$ cat src/rtl/program_loader.sv
// Byte-stream program loader: count byte, N big-endian words, XOR checksum.
// Writes each word to program memory, then releases the CPU or flags an error.
module program_loader #(
  parameter int MEM_DEPTH  = 32,
  parameter int ADDR_WIDTH = 5
) (
  input  logic                  clock,
  input  logic                  reset,
  input  logic                  load_start,
  input  logic [7:0]            in_data,
  input  logic                  in_valid,
  output logic                  in_ready,
  output logic [ADDR_WIDTH-1:0] mem_addr,
  output logic [15:0]           mem_write_data,
  output logic                  mem_write,
  output logic                  start_execution,
  output logic                  load_error,
  output logic [ADDR_WIDTH:0]   words_loaded
);

  typedef enum logic [2:0] {
    IDLE,
    COUNT,
    HI,
    LO,
    WRITE,
    CHECK,
    RUN,
    ERROR
  } state_t;

  localparam logic [7:0]          MAX_N = 8'(MEM_DEPTH);
  localparam logic [ADDR_WIDTH:0] ONE   = (ADDR_WIDTH+1)'(1);

  state_t                state_q;
  logic [ADDR_WIDTH:0]   n_q;
  logic [ADDR_WIDTH:0]   words_q;
  logic [ADDR_WIDTH:0]   words_d;
  logic [7:0]            sum_q;
  logic [7:0]            hi_q;
  logic [ADDR_WIDTH-1:0] addr_q;
  logic [15:0]           data_q;
  logic                  wr_q;
  logic                  run_q;
  logic                  err_q;
  logic                  accept;
  logic                  bad_count;

  // Ready depends on state alone, so a byte never races the transition.
  always_comb begin
    in_ready = 1'b0;
    unique case (1'b1)
      state_q == COUNT: in_ready = 1'b1;
      state_q == HI:    in_ready = 1'b1;
      state_q == LO:    in_ready = 1'b1;
      state_q == CHECK: in_ready = 1'b1;
      default:          in_ready = 1'b0;
    endcase
  end

  assign accept    = in_valid & in_ready;
  assign words_d   = words_q + ONE;
  assign bad_count = (in_data == 8'd0) || (in_data > MAX_N);

  always_ff @(posedge clock or posedge reset) begin
    if (reset) begin
      state_q <= IDLE;
      n_q     <= '0;
      words_q <= '0;
      sum_q   <= '0;
      hi_q    <= '0;
      addr_q  <= '0;
      data_q  <= '0;
      wr_q    <= 1'b0;
      run_q   <= 1'b0;
      err_q   <= 1'b0;
    end else begin
      wr_q <= 1'b0;
      unique case (state_q)
        IDLE: begin
          if (load_start) begin
            state_q <= COUNT;
            n_q     <= '0;
            words_q <= '0;
            sum_q   <= '0;
            err_q   <= 1'b0;
            run_q   <= 1'b0;
          end
        end
        COUNT: begin
          if (accept) begin
            if (bad_count) begin
              state_q <= ERROR;
              err_q   <= 1'b1;
            end else begin
              n_q     <= in_data[ADDR_WIDTH:0];
              state_q <= HI;
            end
          end
        end
        HI: begin
          if (accept) begin
            hi_q    <= in_data;
            sum_q   <= sum_q ^ in_data;
            state_q <= LO;
          end
        end
        LO: begin
          if (accept) begin
            sum_q   <= sum_q ^ in_data;
            addr_q  <= words_q[ADDR_WIDTH-1:0];
            data_q  <= {hi_q, in_data};
            wr_q    <= 1'b1;
            state_q <= WRITE;
          end
        end
        WRITE: begin
          words_q <= words_d;
          state_q <= (words_d == n_q) ? CHECK : HI;
        end
        CHECK: begin
          if (accept) begin
            if (in_data == sum_q) begin
              state_q <= RUN;
              run_q   <= 1'b1;
            end else begin
              state_q <= ERROR;
              err_q   <= 1'b1;
            end
          end
        end
        RUN, ERROR: begin
          if (load_start) begin
            state_q <= COUNT;
            n_q     <= '0;
            words_q <= '0;
            sum_q   <= '0;
            err_q   <= 1'b0;
            run_q   <= 1'b0;
          end
        end
        default: state_q <= IDLE;
      endcase
    end
  end

  assign mem_addr        = addr_q;
  assign mem_write_data  = data_q;
  assign mem_write       = wr_q;
  assign start_execution = run_q;
  assign load_error      = err_q;
  assign words_loaded    = words_q;

endmodule

$ cat config.mk
export PLATFORM = sky130hd
export DESIGN_NAME = program_loader
export DESIGN_NICKNAME = d
export VERILOG_FILES = /design/src/rtl/program_loader.sv
export SDC_FILE = /design/constraint.sdc
export NUM_CORES = 1
export LEC_CHECK = 0
export BUFFER_PORTS_ARGS = -buffer_cell sky130_fd_sc_hd__buf_4
export CAP_MARGIN = 40
export CORE_MARGIN = 2
export CORE_UTILIZATION = 45
export DETAILED_ROUTE_END_ITERATION = 16
export MAX_ROUTING_LAYER = met4
export PLACE_DENSITY = 0.71
export SLEW_MARGIN = 15
export SYNTH_ARGS = -nofsm -noshare
export SYNTH_HDL_FRONTEND = slang
export SYNTH_SLANG_ARGS = --single-unit
export TNS_END_PERCENT = 30
$ cat constraint.sdc
create_clock -name clock -period 4.1 [get_ports clock]
set_clock_uncertainty 0.1 [all_clocks]
set_input_delay 0.205 -clock clock [delete_from_list [all_inputs] [get_ports clock]]
set_output_delay 0.205 -clock clock [all_outputs]
set_load 0.01 [all_outputs]
==> results.json <==
{
  "outcome": "finished, violations left",
  "failing_checks": "hold timing",
  "critical_path.max_fanout": 21,
  "hpwl_mm": 3.90,
  "vias_per_cell": 5.49,
  "postRouteAntennaNets": 0,
  "grt_start_max_net_pins": 56,
  "post_synth_inst_count": 248,
  "crit_path_max_incr_delay_ns": 0.63,
  "firstDrtPassIters": 4,
  "synthesis.yosys.warnings": 0,
  "netlist_area_sq_um": 2670,
  "worst_slew_pin_slew_ns": 0.698,
  "hold-worst-slack_ns": -0.0315,
  "cpMaxStageDelayCell": "dfrtp_1",
  "clock-root-buffer": "clkbuf_8",
  "synth_area_leader_cell": "dfrtp_1",
  "synth_enable_flop_cells": 0,
  "fp.dieArea_sq_um": 6560,
  "timing.final.max_slew_violations": 0,
  "number_of_global_route_vias_before_repair": 1931,
  "crit_top_cell": "o21ai_0",
  "drt_wl_total_mm": 5.60,
  "rel_slew_slack": 0.533,
  "core_region_area_sq_um": 5820,
  "finalHoldViolCount": 31,
  "asyncSetResetFlopFracSynth": 1.00,
  "cp-end-kind": "flip-flop",
  "cp.required_ns": 4.19,
  "timing.hold.worst.class": "primary input to async pin",
  "synthToLayoutAreaGrowth_pct": 17.3,
  "total_leakage_power_nw": 1.43,
  "synthMostInstantiatedCell": "dfrtp_1",
  "first_pass_grt_wire_length_mm": 9.50,
  "finalWeightedCongestion": 0.790,
  "synth-seq-cells": 55,
  "cts.repair_timing.setup_buffer_count": 0,
  "layout_min_cycle_time_ns": 2.43,
  "avgRoutedWirePerCell_microns": 15.4,
  "num_antenna_cells": 0,
  "cts.path.max_buffers": 2,
  "fp.dieH_microns": 81.0,
  "timing.final.crit_share": 0.592,
  "per_instance_average_area_after_synthesis_sq_um": 10.8,
  "cts_max_level": 2,
  "placedCellCount": 355,
  "power_per_cell_area_nw_per_um2": 695,
  "detailroute.via_count": 1994,
  "grt_setup_unrepaired": "false",
  "buffer_ports.inserted": 42,
  "grt.total_usage": 0.195,
  "crit_path_start_kind": "flip-flop",
  "starting_density_of_the_core": 0.459,
  "initial_antenna_violation_count": 0,
  "drc_errors": 0,
  "path_clk_slew_ns": 0.10,
  "dr.first_iter.drc_count": 123,
  "hold_buffer_count_at_cts": 0,
  "synth_commonest_cells": "dfrtp_1 (55), o21ai_0 (32), mux2_2 (29), nand2_1 (28), nor2_1 (19)",
  "cts_repair_resize_count": 0,
  "max_cap_viol_count": 0,
  "ys_seq_area_frac": 0.516,
  "tritoncts.num_buffers": 5,
  "ioPinCount": 43,
  "criticalPathCategory": "flip-flop to flip-flop",
  "setup_total_negative_slack_ns": 0,
  "yosys.area.top_type_share": 0.516,
  "nNetsFinal": 300,
  "yosys-top-cells-area": "dfrtp_1 (52%), mux2_2 (12%), o21ai_0 (6.0%)",
  "crit_chain": "or3_1 > a21oi_1 > nor2_1 > o21ai_0 > o21ai_0",
  "die_width_microns": 81.0,
  "cp_data_arrival_time_ns": 2.52,
  "global_route.overflow_total": 0,
  "power.ir.vdd_worst_mv": 0.396,
  "setup_viol_count_final": 0,
  "mappedNetlistNets": 261,
  "synth_cell_types": 41,
  "non_filler_instance_count_after_layout": 363,
  "cts_tree": "yes",
  "clkLatencyLatePin_ns": 0.31,
  "fp-row-count": 28,
  "r2r_setup_slack_ns": 1.67,
  "fmax_mhz": 412,
  "synthFlopType": "dfrtp_1",
  "drive_gt1_frac": 0.302,
  "tritoncts_num_sinks": 55
}
-- path summary, 6_finish.rpt --
kind / cells past startpoint / from / to
max in group asynchronous: 3 / reset / mem_write_data[5]
setup / recovery: 5 / state_q[2] / sum_q[3]
min in group clock: 3 / in_data[7] / sum_q[7]
hold / removal: 3 / reset / mem_write_data[10]
setup reg to reg: 5 / state_q[2] / sum_q[3]
hold reg to reg: 2 / n_q[3] / n_q[3]
-- cell type report --
cell class | count | area, sq um
multi-input cells | 176 | 1220
well taps | 75 | 93.8
fillers | 538 | 2690
inverters | 5 | 18.8
clock buffers | 6 | 72.6
clock inverters | 2 | 12.5
repair buffers | 44 | 338
flip-flops and latches | 55 | 1380
-- kinds of logic (layout without fill, tap and decap cells) --
| family | Yosys count | after routing | synth area share |
|---|---|---|---|
| AOI/OAI and AO/OA | 56 | 56 | 0.126 |
| DFF | 55 | 55 | 0.516 |
| buffers and inverters | 17 | 57 | 0.0281 |
| adders and majority gates | 1 | 1 | 0.00469 |
| xor gates and xnor gates | 18 | 18 | 0.0643 |
| and+or+nand+nor | 72 | 72 | 0.138 |
| muxes | 29 | 29 | 0.122 |
-- stage by stage --
stage          hold slack [ns]  utilization  area (sq um)  total power [mW]  setup WS, ns
2_1_floorplan            0.241            -          2670              1.56          2.20
3_3_place_gp             0.345        0.521          3030              1.86          1.57
3_5_place_dp             0.346        0.523          3040              1.89          1.68
4_1_cts                0.00912        0.538          3130              2.19          1.65
5_1_grt                 0.0338        0.538          3130              2.34          1.48
6_report               -0.0315        0.538          3130              2.17          1.67
-- per-layer routing --
metal | vias up | wire (microns) | global-route usage
met5 | - | 0 | -
met2 | 48 | 2680 | 0.301
li1 | 947 | - | -
met3 | 8 | 238 | 0.0389
met4 | 0 | 56 | 0.0593
met1 | 991 | 2630 | 0.262
-- cell usage in the layout, fill, tap and decap left out, drive strengths merged --
cell type / n
a31oi: 1
dfrtp: 55
o32a: 1
clkinv: 1
and3: 2
and4: 1
a21oi: 9
nor3b: 2
nor4b: 2
clkinvlp: 1
a21boi: 1
xnor3: 1
nor2: 19
nand2: 28
a211oi: 3
a2bb2oi: 1
o21ai: 32
or4: 1
nand3: 5
o22ai: 2
nand3b: 1
buf: 44
ha: 1
nor2b: 5
or3: 3
o221ai: 1
inv: 5
xnor2: 5
a41oi: 1
mux2: 29
clkbuf: 6
xor2: 12
o41ai: 1
and2: 1
nor4: 2
o31ai: 3
-- worst max-delay path, delay by kind of cell, from the launching register on --
kind	cells	cell delay [ns]
flip-flops	1	0.63
AND/OR/NAND/NOR	2	0.69
AO/OA/AOI/OAI	3	0.89
-- registers in the layout, summed over array words and instances, names as in the netlist --
| name | count |
|---|---|
| hi_q | 8 |
| load_error | 1 |
| mem_addr | 5 |
| mem_write | 1 |
| mem_write_data | 16 |
| n_q | 6 |
| start_execution | 1 |
| state_q | 3 |
| sum_q | 8 |
| words_loaded | 6 |
-- report_power, final --
| part | leakage, nW | total [mW] | switching (mW) | internal (mW) |
|---|---|---|---|---|
| clock | 0.0412 | 0.298 | 0.178 | 0.120 |
| sequential | 0.695 | 0.954 | 0.194 | 0.760 |
| combinational | 0.696 | 0.922 | 0.438 | 0.484 |
No activity file was read; power rests on OpenSTA's default activity.
